### config.mk
export PLATFORM = sky130hd
export DESIGN_NAME = boundary_scan_register
export DESIGN_NICKNAME = d
export VERILOG_FILES = /design/src/rtl/boundary_scan_register.sv
export SDC_FILE = /design/constraint.sdc
export NUM_CORES = 1
export LEC_CHECK = 0
export CORE_MARGIN = 2
export CORE_UTILIZATION = 45
export CTS_CLUSTER_DIAMETER = 80
export DETAILED_ROUTE_END_ITERATION = 8
export PLACE_DENSITY_LB_ADDON = 0.25
export SYNTH_ARGS = -nofsm -noshare
export SYNTH_HDL_FRONTEND = slang
export SYNTH_SLANG_ARGS = --single-unit
### constraint.sdc
create_clock -name TCK -period 1.72 [get_ports TCK]
set_input_delay 0.344 -clock TCK [delete_from_list [all_inputs] [get_ports TCK]]
set_output_delay 0.344 -clock TCK [all_outputs]
set_load 0.1 [all_outputs]
### src/rtl/boundary_scan_register.sv
// Parametrised N-cell JTAG boundary-scan register with separate capture/shift/update stages.
// Optional BSR_TDO_NEGEDGE_EN: TDO is re-timed onto the falling edge of TCK.
module boundary_scan_register #(
    parameter int                 WIDTH       = 8,
    parameter logic [WIDTH-1:0]   OUTPUT_MASK = 8'hF0,
    parameter logic [WIDTH-1:0]   UPDATE_INIT = 8'h00
) (
    input  logic                           TCK,
    input  logic                           Reset,
    input  logic                           TestMode,
    input  logic                           CaptureDR,
    input  logic                           ShiftDR,
    input  logic                           UpdateDR,
    input  logic                           TDI,
    output logic                           TDO,
    input  logic [WIDTH-1:0]               PinIn,
    input  logic [WIDTH-1:0]               CoreIn,
    output logic [WIDTH-1:0]               CoreOut,
    output logic [WIDTH-1:0]               PinOut,
    output logic [$clog2(WIDTH+1)-1:0]     ShiftCount
);

    localparam int            CW      = $clog2(WIDTH + 1);
    localparam logic [CW-1:0] CNT_MAX = CW'(WIDTH);

    logic [WIDTH-1:0] sr_q;
    logic [WIDTH-1:0] sr_d;
    logic [WIDTH-1:0] ur_q;
    logic [WIDTH-1:0] ur_d;
    logic [CW-1:0]    cnt_q;
    logic [CW-1:0]    cnt_d;

    // Each cell samples the side it observes: core side for output cells, pad side for input cells.
    function automatic logic [WIDTH-1:0] capture_sel(
        input logic [WIDTH-1:0] pin_v,
        input logic [WIDTH-1:0] core_v
    );
        return (OUTPUT_MASK & core_v) | (~OUTPUT_MASK & pin_v);
    endfunction

    // Next-state for the shift register, update register and shift counter (capture > shift > update).
    always_comb begin
        sr_d  = sr_q;
        ur_d  = ur_q;
        cnt_d = cnt_q;
        if (CaptureDR) begin
            sr_d  = capture_sel(PinIn, CoreIn);
            cnt_d = '0;
        end else if (ShiftDR) begin
            sr_d = {TDI, sr_q[WIDTH-1:1]};
            if (cnt_q != CNT_MAX) begin
                cnt_d = cnt_q + {{(CW-1){1'b0}}, 1'b1};
            end else begin
                cnt_d = cnt_q;
            end
        end else if (UpdateDR) begin
            ur_d = sr_q;
        end else begin
            sr_d = sr_q;
        end
    end

    // Scan state registers with synchronous reset that overrides every control.
    always_ff @(posedge TCK) begin
        if (Reset) begin
            sr_q  <= '0;
            ur_q  <= UPDATE_INIT;
            cnt_q <= '0;
        end else begin
            sr_q  <= sr_d;
            ur_q  <= ur_d;
            cnt_q <= cnt_d;
        end
    end

    // Boundary outputs: UR drives in test mode, otherwise functional pass-through; unused direction tied low.
    always_comb begin
        if (TestMode) begin
            CoreOut = ~OUTPUT_MASK & ur_q;
            PinOut  =  OUTPUT_MASK & ur_q;
        end else begin
            CoreOut = ~OUTPUT_MASK & PinIn;
            PinOut  =  OUTPUT_MASK & CoreIn;
        end
    end

    assign ShiftCount = cnt_q;

`ifdef BSR_TDO_NEGEDGE_EN
    logic tdo_q;

    // Falling-edge re-time of the scan output so TDO settles half a cycle after SR.
    always_ff @(negedge TCK) begin
        if (Reset) begin
            tdo_q <= 1'b0;
        end else begin
            tdo_q <= sr_q[0];
        end
    end

    assign TDO = tdo_q;
`else
    assign TDO = sr_q[0];
`endif

endmodule
==> impl_results.rst, run 1 <==
.. list-table::
   :header-rows: 1

   * - Metric
     - Value
   * - Die Wd
     - 52.99 um
   * - GRT overflow
     - 0
   * - Count of nets after finishing
     - 161
   * - Clock transition at the register clock pins on the worst setup and hold paths after CTS
     - 0.12 ns
   * - Final hold violation count
     - 0
   * - Peak fanout along the critical path
     - 5
   * - Required time worst endpoint
     - 1.38 ns
   * - Share of the yosys chip area belonging to registers
     - 37.08%
   * - Number of global-route vias before repair
     - 818
   * - Number of detailed-routing iterations run before antenna repair
     - 4
   * - Area overhead of the layout relative to synthesis
     - 46.35%
   * - Maximum number of pins on one net before global-route repair
     - 18
   * - Vias
     - 794
   * - Final Critical Period
     - 1.600 ns
   * - Share of layout cells above drive strength 1
     - 32.59%
   * - Floorplan row count
     - 17
   * - Number of vias per cell after detailed routing
     - 4.871
   * - # fillers
     - 174
   * - Final setup viols
     - 0
   * - Worst clock skew on the final layout
     - 0.002298 ns
   * - Crit start category
     - input port
   * - Io pins
     - 44
   * - Gp weighted congestion
     - 0.6863
   * - Hold WC Path Type
     - reg -> reg
   * - Arrival time reported for the critical path endpoint
     - 1.26 ns
   * - WS Path Type
     - in -> out
   * - Cell area after synthesis
     - 1080 um^2
   * - Mean instance size in the synthesized netlist
     - 10.38 um^2
   * - Max cap viols
     - 0
   * - Post-route DRC
     - 0
   * - Clock tree from TritonCTS
     - done
   * - Half-perimeter wire length after detailed placement
     - 1681 um
   * - Post-route total power
     - 1.296 mW
   * - Series of cell instances along the critical path
     - dlygate4sd2_1, buf_6, mux2_2, buf_12
   * - Buffers & Inverters on Critical Path
     - 3
   * - Post-CTS repair timing setup buffer count
     - 0
   * - Part of the cycle the worst path needs
     - 93.02%
   * - Antenna fix cells
     - 0
   * - Initial Util
     - 48.35%
   * - DR WL/cell
     - 13.55 um
   * - Number of I/O port buffers
     - 27
   * - Cell type group with the largest total delay on the critical path
     - buffers and inverters
   * - Number of DRC markers after the initial detailed-route iteration
     - 8
   * - Kind of end point of the critical path
     - output port
   * - Compound-Gate Fraction of Synth Area
     - 1.159%
   * - Cts bufs inserted
     - 3
   * - Most frequent cells in the layout
     - 18 x sky130_fd_sc_hd__dfxtp_1, 18 x sky130_fd_sc_hd__mux2i_1, 17 x sky130_fd_sc_hd__nor2_1
   * - Post-synthesis cell count
     - 104
   * - Fraction of synthesized cell area in xor and xnor cells
     - 0.8111%
   * - Antenna violations before repair
     - 0
   * - Final count of pins violating max slew
     - 0
   * - Overall routed net length
     - 2208 um
   * - Number of warnings reported in the yosys synthesis log
     - 0
   * - Global-route wire length before repair
     - 3788 um
   * - Detail Route Antenna Nets
     - 0
   * - Number of distinct library cells after synthesis
     - 20
   * - Post-synthesis simple-gate area fraction
     - 11.82%
   * - Max stage delay on crit path
     - 0.36 ns
   * - Max clock buf depth
     - 2
   * - Yosys reg bits
     - 20
   * - Dominant combinational cell family by area after synthesis
     - multiplexers
   * - Placeable core area
     - 2233 um^2
   * - Worst-path cell with the longest stage delay
     - sky130_fd_sc_hd__mux2_2
   * - Clock latency of the later-clocked register in the worst-skew pair
     - 0.31 ns
   * - Chip Height
     - 52.99 um
   * - Leakage power total
     - 0.6836 nW
   * - Sink Count
     - 20
   * - Post-layout utilization of the core
     - 70.76%
   * - GR Util All Layers
     - 18.87%
   * - Multiplexer share of the synthesized area
     - 36.15%
   * - Clock tree root buffer cell
     - sky130_fd_sc_hd__clkbuf_4
   * - H-tree depth
     - 1
   * - Die area
     - 2807 um^2
   * - Fraction of the mapped netlist area in adder cells
     - 2.317%
   * - Max IR drop VDD
     - 532.5 uV
   * - Unrepaired setup endpoints after global routing
     - false
   * - Pwr Density
     - 820.3 nW/um^2
   * - Fmax
     - 625.1 MHz
   * - Outcome
     - completed
timing repair:
action | CTS | global route
resized for setup | 4 | 0
setup endpoints to repair | 8 | 0
hold buffers | 0 | 0
hold endpoints to repair | 0 | 0
kinds of logic after synthesis:
logic type	count (synthesis)
simple gates	28
mux	34
buf+inv	16
fa+ha+maj	2
xor+xnor	1
other cells	1
flops	20
compound gates	2
where the power goes:
part	switching (mW)	internal, mW
clock network	0.156	0.236
logic	0.253	0.155
registers	0.0162	0.481
total	0.425	0.871
cell type report:
type                       instances  area [um^2]  area share, %
inverter                           2        7.507         0.4751
clock buffer                       3        22.52          1.425
timing repair buffer              34        484.2          30.64
tap                               28        35.03          2.217
sequential                        20        402.9          25.49
multi-input combinational         75        598.1          37.85
clock inverter                     1        30.03          1.900
synth_stat cells (all sizes together):
cell	instances	area [um^2]
a21boi	1	7.510
buf	14	103.8
conb	1	3.750
dfxtp	20	400.4
ha	2	25.02
inv	2	7.510
mux2	16	210.2
mux2i	18	180.2
nand2	7	26.28
nand4	1	6.260
nor2	17	63.81
nor3	1	10.01
nor3b	1	12.51
o21ai	1	5.000
or3b	1	8.760
xor2	1	8.760
worst paths after layout:
kind / start / to / slack [ns] / cells after the start
max: TestMode / CoreOut[3] / 0.12 / 4
min: ur_q[2] / ur_q[2] / 0.50 / 2
max reg2reg: ShiftCount[0] / ShiftCount[0] / 0.43 / 5
min reg2reg: ur_q[2] / ur_q[2] / 0.50 / 2
state kept, by name, indices dropped and copies added, names as in the netlist:
register,cells
sr_q,8
ShiftCount,4
ur_q,8
metrics by stage:
| stage | setup slack (ns) | TNS, ns | hold WS (ns) | cells | cell area, um^2 |
|---|---|---|---|---|---|
| 6_report | 0.1201 | 0 | 0.5046 | 163 | 1580 |
| 5_1_grt | 0.08376 | 0 | 0.5506 | 163 | 1580 |
| 2_1_floorplan | 0.04915 | 0 | 0.4544 | 111 | 1109 |
| 3_5_place_dp | -0.1338 | -0.9801 | 0.4816 | 159 | 1518 |
| 3_3_place_gp | -0.1442 | -0.9865 | 0.4707 | 159 | 1518 |
| 4_1_cts | 0.1153 | 0 | 0.5101 | 163 | 1580 |
worst register-to-register path, delay by kind of cell (launching register included):
kind            cells  cell delay, ns
buf+inv             1            0.08
fa+ha+maj           1            0.15
mux                 1            0.23
compound gates      1            0.35
flops               1            0.37
simple gates        1            0.06
per-layer routing:
metal / GRT usage [%] / vias to the layer above / part of all wire (%)
li1: - / 395 / -
met1: 21.91 / 368 / 42
met2: 33.33 / 27 / 51
met3: 3.107 / 4 / 5.2
met4: 8.974 / 0 / 1.9
met5: 0 / - / 0
No activity file was read; power rests on OpenSTA's default activity.
==> run 2: changes to the inputs <==
--- a/config.mk
+++ b/config.mk
@@ -10,6 +10,7 @@
 export CTS_CLUSTER_DIAMETER = 80
 export DETAILED_ROUTE_END_ITERATION = 8
 export PLACE_DENSITY_LB_ADDON = 0.25
+export SLEW_MARGIN = 20
 export SYNTH_ARGS = -nofsm -noshare
 export SYNTH_HDL_FRONTEND = slang
 export SYNTH_SLANG_ARGS = --single-unit
==> results of run 2 <==
Same layout as run 1: the final DEF is identical, and so are final timing and power.
==> run 3: changes to the inputs <==
--- a/config.mk
+++ b/config.mk
@@ -5,6 +5,7 @@
 export SDC_FILE = /design/constraint.sdc
 export NUM_CORES = 1
 export LEC_CHECK = 0
+export ABC_AREA = 1
 export CORE_MARGIN = 2
 export CORE_UTILIZATION = 45
 export CTS_CLUSTER_DIAMETER = 80
==> impl_results.rst, run 3 <==
.. list-table::
   :header-rows: 1

   * - Metric
     - Value
   * - Outcome
     - completed
   * - Number of hold buffers added after cts
     - 0 (unchanged)
   * - Post-layout utilization of the core
     - 69.92% (-0.84 points)
   * - Initial Util
     - 48.24% (-0.11 points)
   * - Sink Count
     - 20 (unchanged)
   * - Most frequent cells in the layout
     - 33 x sky130_fd_sc_hd__nand2_1, 18 x sky130_fd_sc_hd__dfxtp_1, 15 x sky130_fd_sc_hd__inv_1, 15 x sky130_fd_sc_hd__nor2_1
   * - Leakage power total
     - 0.6563 nW (-4.0%)
   * - Proportion of netlist area held by the largest area contributor
     - 37.17% (+0.086 points)
   * - Required time worst endpoint
     - 1.38 ns (about the same)
   * - Multiplexer share of the synthesized area
     - 0% (-36 points)
   * - Die area
     - 2802 um^2 (-0.21%)
   * - Clock latency of the later-clocked register in the worst-skew pair
     - 0.29 ns (-0.02 ns)
   * - Dominant combinational cell family by area after synthesis
     - simple AND/OR/NAND/NOR gates
   * - Number of DRC markers after the initial detailed-route iteration
     - 16 (+8)
   * - Number of detailed-routing iterations run before antenna repair
     - 4 (unchanged)
   * - Io pins
     - 44 (unchanged)
   * - Placeable core area
     - 2233 um^2 (unchanged)
   * - Gp weighted congestion
     - 0.7785 (+13%)
   * - Top FF cell, synth
     - sky130_fd_sc_hd__dfxtp_1
   * - Post-synth top cells
     - 33 x sky130_fd_sc_hd__nand2_1, 20 x sky130_fd_sc_hd__dfxtp_1, 18 x sky130_fd_sc_hd__o21ai_0, 15 x sky130_fd_sc_hd__inv_1, 15 x sky130_fd_sc_hd__nor2_1
   * - Count of nets after finishing
     - 209 (+30%)
   * - Summed negative setup slack over all endpoints
     - 0 ns (unchanged)
   * - Clock network power share
     - 22.7% (-7.5 points)
   * - Final hold violation count
     - 0 (unchanged)
   * - Fmax
     - 637.1 MHz (+1.9%)
   * - Detail Route Antenna Nets
     - 0 (unchanged)
   * - Hold Worst Slack
     - 0.4866 ns (-0.01803 ns)
   * - Clock tree from TritonCTS
     - done
   * - Number of distinct library cells after synthesis
     - 20 (unchanged)
   * - Leading cell types by total area after synthesis
     - sky130_fd_sc_hd__dfxtp_1 37%, sky130_fd_sc_hd__nand2_1 11%, sky130_fd_sc_hd__o21ai_0 8.4%
   * - Fraction of the mapped netlist area in adder cells
     - 2.323% (+0.0054 points)
   * - # fillers
     - 184 (+5.7%)
   * - Reg power frac
     - 42.7% (+4.4 points)
   * - Global-route wire length before repair
     - 3877 um (+2.3%)
   * - Final setup viols
     - 0 (unchanged)
   * - Max IR drop VDD
     - 517.8 uV (-2.8%)
   * - Chip Height
     - 52.93 um (-0.10%)
   * - Fraction of synthesized cell area in xor and xnor cells
     - 0% (-0.81 points)
   * - Internal power
     - 0.7417 mW (-15%)
   * - Cts bufs inserted
     - 3 (unchanged)
   * - Final Critical Period
     - 1.570 ns (-0.03016 ns)
   * - Clock transition at the register clock pins on the worst setup and hold paths after CTS
     - 0.10 ns (-0.02 ns)
   * - Area overhead of the layout relative to synthesis
     - 44.95%
   * - Net switching power figure
     - 0.4350 mW (+2.3%)
   * - Mean instance size in the synthesized netlist
     - 7.134 um^2 (-31%)
   * - Final count of pins violating max slew
     - 0 (unchanged)
   * - Antenna violations before repair
     - 0 (unchanged)
   * - Number of I/O port buffers
     - 27 (unchanged)
   * - Vias
     - 1053 (+33%)
   * - Die Wd
     - 52.93 um (-0.10%)
   * - Post-CTS repair timing setup buffer count
     - 0 (unchanged)
   * - Number of vias per cell after detailed routing
     - 4.991 (+2.5%)
   * - Maximum number of pins on one net before global-route repair
     - 12 (-6)
   * - GRT overflow
     - 0 (unchanged)
   * - Hold WC Path Type
     - reg -> reg
   * - Most common library cell in the layout ignoring fill and taps
     - sky130_fd_sc_hd__nand2_1
   * - Number of flops mapped to enable cells by yosys
     - 0 (unchanged)
   * - Unrepaired setup endpoints after global routing
     - false
   * - Half-perimeter wire length after detailed placement
     - 1804 um (+7.3%)
   * - Switching portion of total power
     - 36.97% (+4.2 points)
   * - Number of warnings reported in the yosys synthesis log
     - 0 (unchanged)
   * - Proportion of power drawn by combinational gates
     - 34.6% (+3.2 points)
   * - Post-synthesis simple-gate area fraction
     - 24.62% (+13 points)
   * - Max cap viols
     - 0 (unchanged)
   * - GR Util All Layers
     - 18.36% (-0.51 points)
   * - Compound-Gate Fraction of Synth Area
     - 18.93% (+18 points)
   * - WS Path Type
     - in -> out
   * - Cell taking the most area after synthesis
     - sky130_fd_sc_hd__dfxtp_1
   * - Post-synthesis cell count
     - 151 (+45%)
   * - H-tree depth
     - 1 (unchanged)
   * - Pwr Density
     - 753.6 nW/um^2 (-8.1%)
   * - Crit start category
     - input port
   * - Floorplan row count
     - 17 (unchanged)
   * - Number of global-route vias before repair
     - 936 (+14%)
   * - Post-Place Worst Slack
     - -0.02807 ns (+0.1057 ns)
   * - Yosys reg bits
     - 20 (unchanged)
   * - Antenna fix cells
     - 0 (unchanged)
   * - Clock tree root buffer cell
     - sky130_fd_sc_hd__clkbuf_4
   * - Asr flop ratio synth
     - 0% (unchanged)
   * - DR WL/cell
     - 11.32 um (-16%)
   * - Peak fanout along the critical path
     - 2 (-3)
   * - Cell total after placement
     - 206 (+30%)
   * - Worst path setup slack after routing
     - 0.1503 ns (+0.03016 ns)
   * - Share of the yosys chip area belonging to registers
     - 37.17% (+0.086 points)
   * - Non-filler cells in the finished layout
     - 211 (+29%)
   * - Cell with the most instances after synthesis
     - sky130_fd_sc_hd__nand2_1
   * - Cell area after synthesis
     - 1077 um^2 (-0.23%)
   * - Arrival time reported for the critical path endpoint
     - 1.23 ns (-0.03 ns)
   * - Kind of end point of the critical path
     - output port
   * - Max clock buf depth
     - 2 (unchanged)
   * - Part of the cycle the worst path needs
     - 91.26% (-1.8 points)
   * - Overall routed net length
     - 2388 um (+8.2%)
   * - Post-route DRC
     - 0 (unchanged)
   * - Share of layout cells above drive strength 1
     - 25.14% (-7.5 points)
   * - Worst clock skew on the final layout
     - 0.008921 ns (+0.006623 ns)
[run 3: cell count changes after synthesis, moves of 9 or more]
cell | before | now
sky130_fd_sc_hd__nand2_1 | 7 | 33
sky130_fd_sc_hd__o21ai_0 | 1 | 18
sky130_fd_sc_hd__inv_1 | 2 | 15
sky130_fd_sc_hd__mux2i_1 | 18 | 0
sky130_fd_sc_hd__a21oi_1 | 0 | 9
[run 3: per-stage QoR]
stage / total power, mW / area [um^2]
after global routing: 1.227 / 1562
after global placement: 0.9078 / 1503
after CTS: 1.181 / 1546
final: 1.177 / 1562
after floorplan: 0.7996 / 1129
after detailed placement: 0.9150 / 1503
[run 3: layout make-up]
cell class / count / area (um^2) / area share, %
flip-flops and latches: 20 / 402.9 / 25.80
well taps: 28 / 35.03 / 2.244
repair buffers: 34 / 460.4 / 29.49
inverters: 18 / 72.57 / 4.647
clock buffers: 4 / 36.28 / 2.324
multi-input cells: 107 / 554.3 / 35.50
[run 3: power groups by stage]
stage / combinational [mW] / clock, mW / sequential (mW)
6_report: 0.407 / 0.267 / 0.503
5_1_grt: 0.427 / 0.294 / 0.506
4_1_cts: 0.405 / 0.273 / 0.502
3_5_place_dp: 0.402 / 0 / 0.513
3_3_place_gp: 0.396 / 0 / 0.512
2_1_floorplan: 0.263 / 0 / 0.537
[run 3: worst max-delay path, cell delays in order]
cell	delay [ns]
sky130_fd_sc_hd__clkdlybuf4s50_1	0.45
sky130_fd_sc_hd__inv_1	0.06
sky130_fd_sc_hd__o21ai_2	0.17
sky130_fd_sc_hd__buf_12	0.20
[run 3: cell families after synthesis]
logic type,after synthesis
buf+inv,31
compound gates,35
fa+ha+maj,2
other cells,1
flops,20
simple gates,62
[run 3: layer usage]
layer / track usage, % / vias up / share of wire, %
li1: - / 535 / -
met1: 23.21 / 470 / 44
met2: 31.87 / 42 / 49
met3: 2.542 / 6 / 6.1
met4: 5.983 / 0 / 1.0
met5: 0 / - / 0
[run 3: repair_timing]
item | CTS | global route
endpoints found under the setup margin | 6 | 7
hold endpoints to repair | 0 | 0
pin swaps | 0 | 0
resized for setup | 2 | 3
gates cloned | 0 | 1
[run 3: final timing paths]
| path | from | to | slack [ns] | depth (start not counted) |
|---|---|---|---|---|
| max reg2reg | ShiftCount[0] | ShiftCount[0] | 0.43 | 6 |
| max | PinIn[3] | CoreOut[3] | 0.15 | 4 |
| min | ur_q[7] | ur_q[7] | 0.49 | 2 |
| min reg2reg | ur_q[7] | ur_q[7] | 0.49 | 2 |
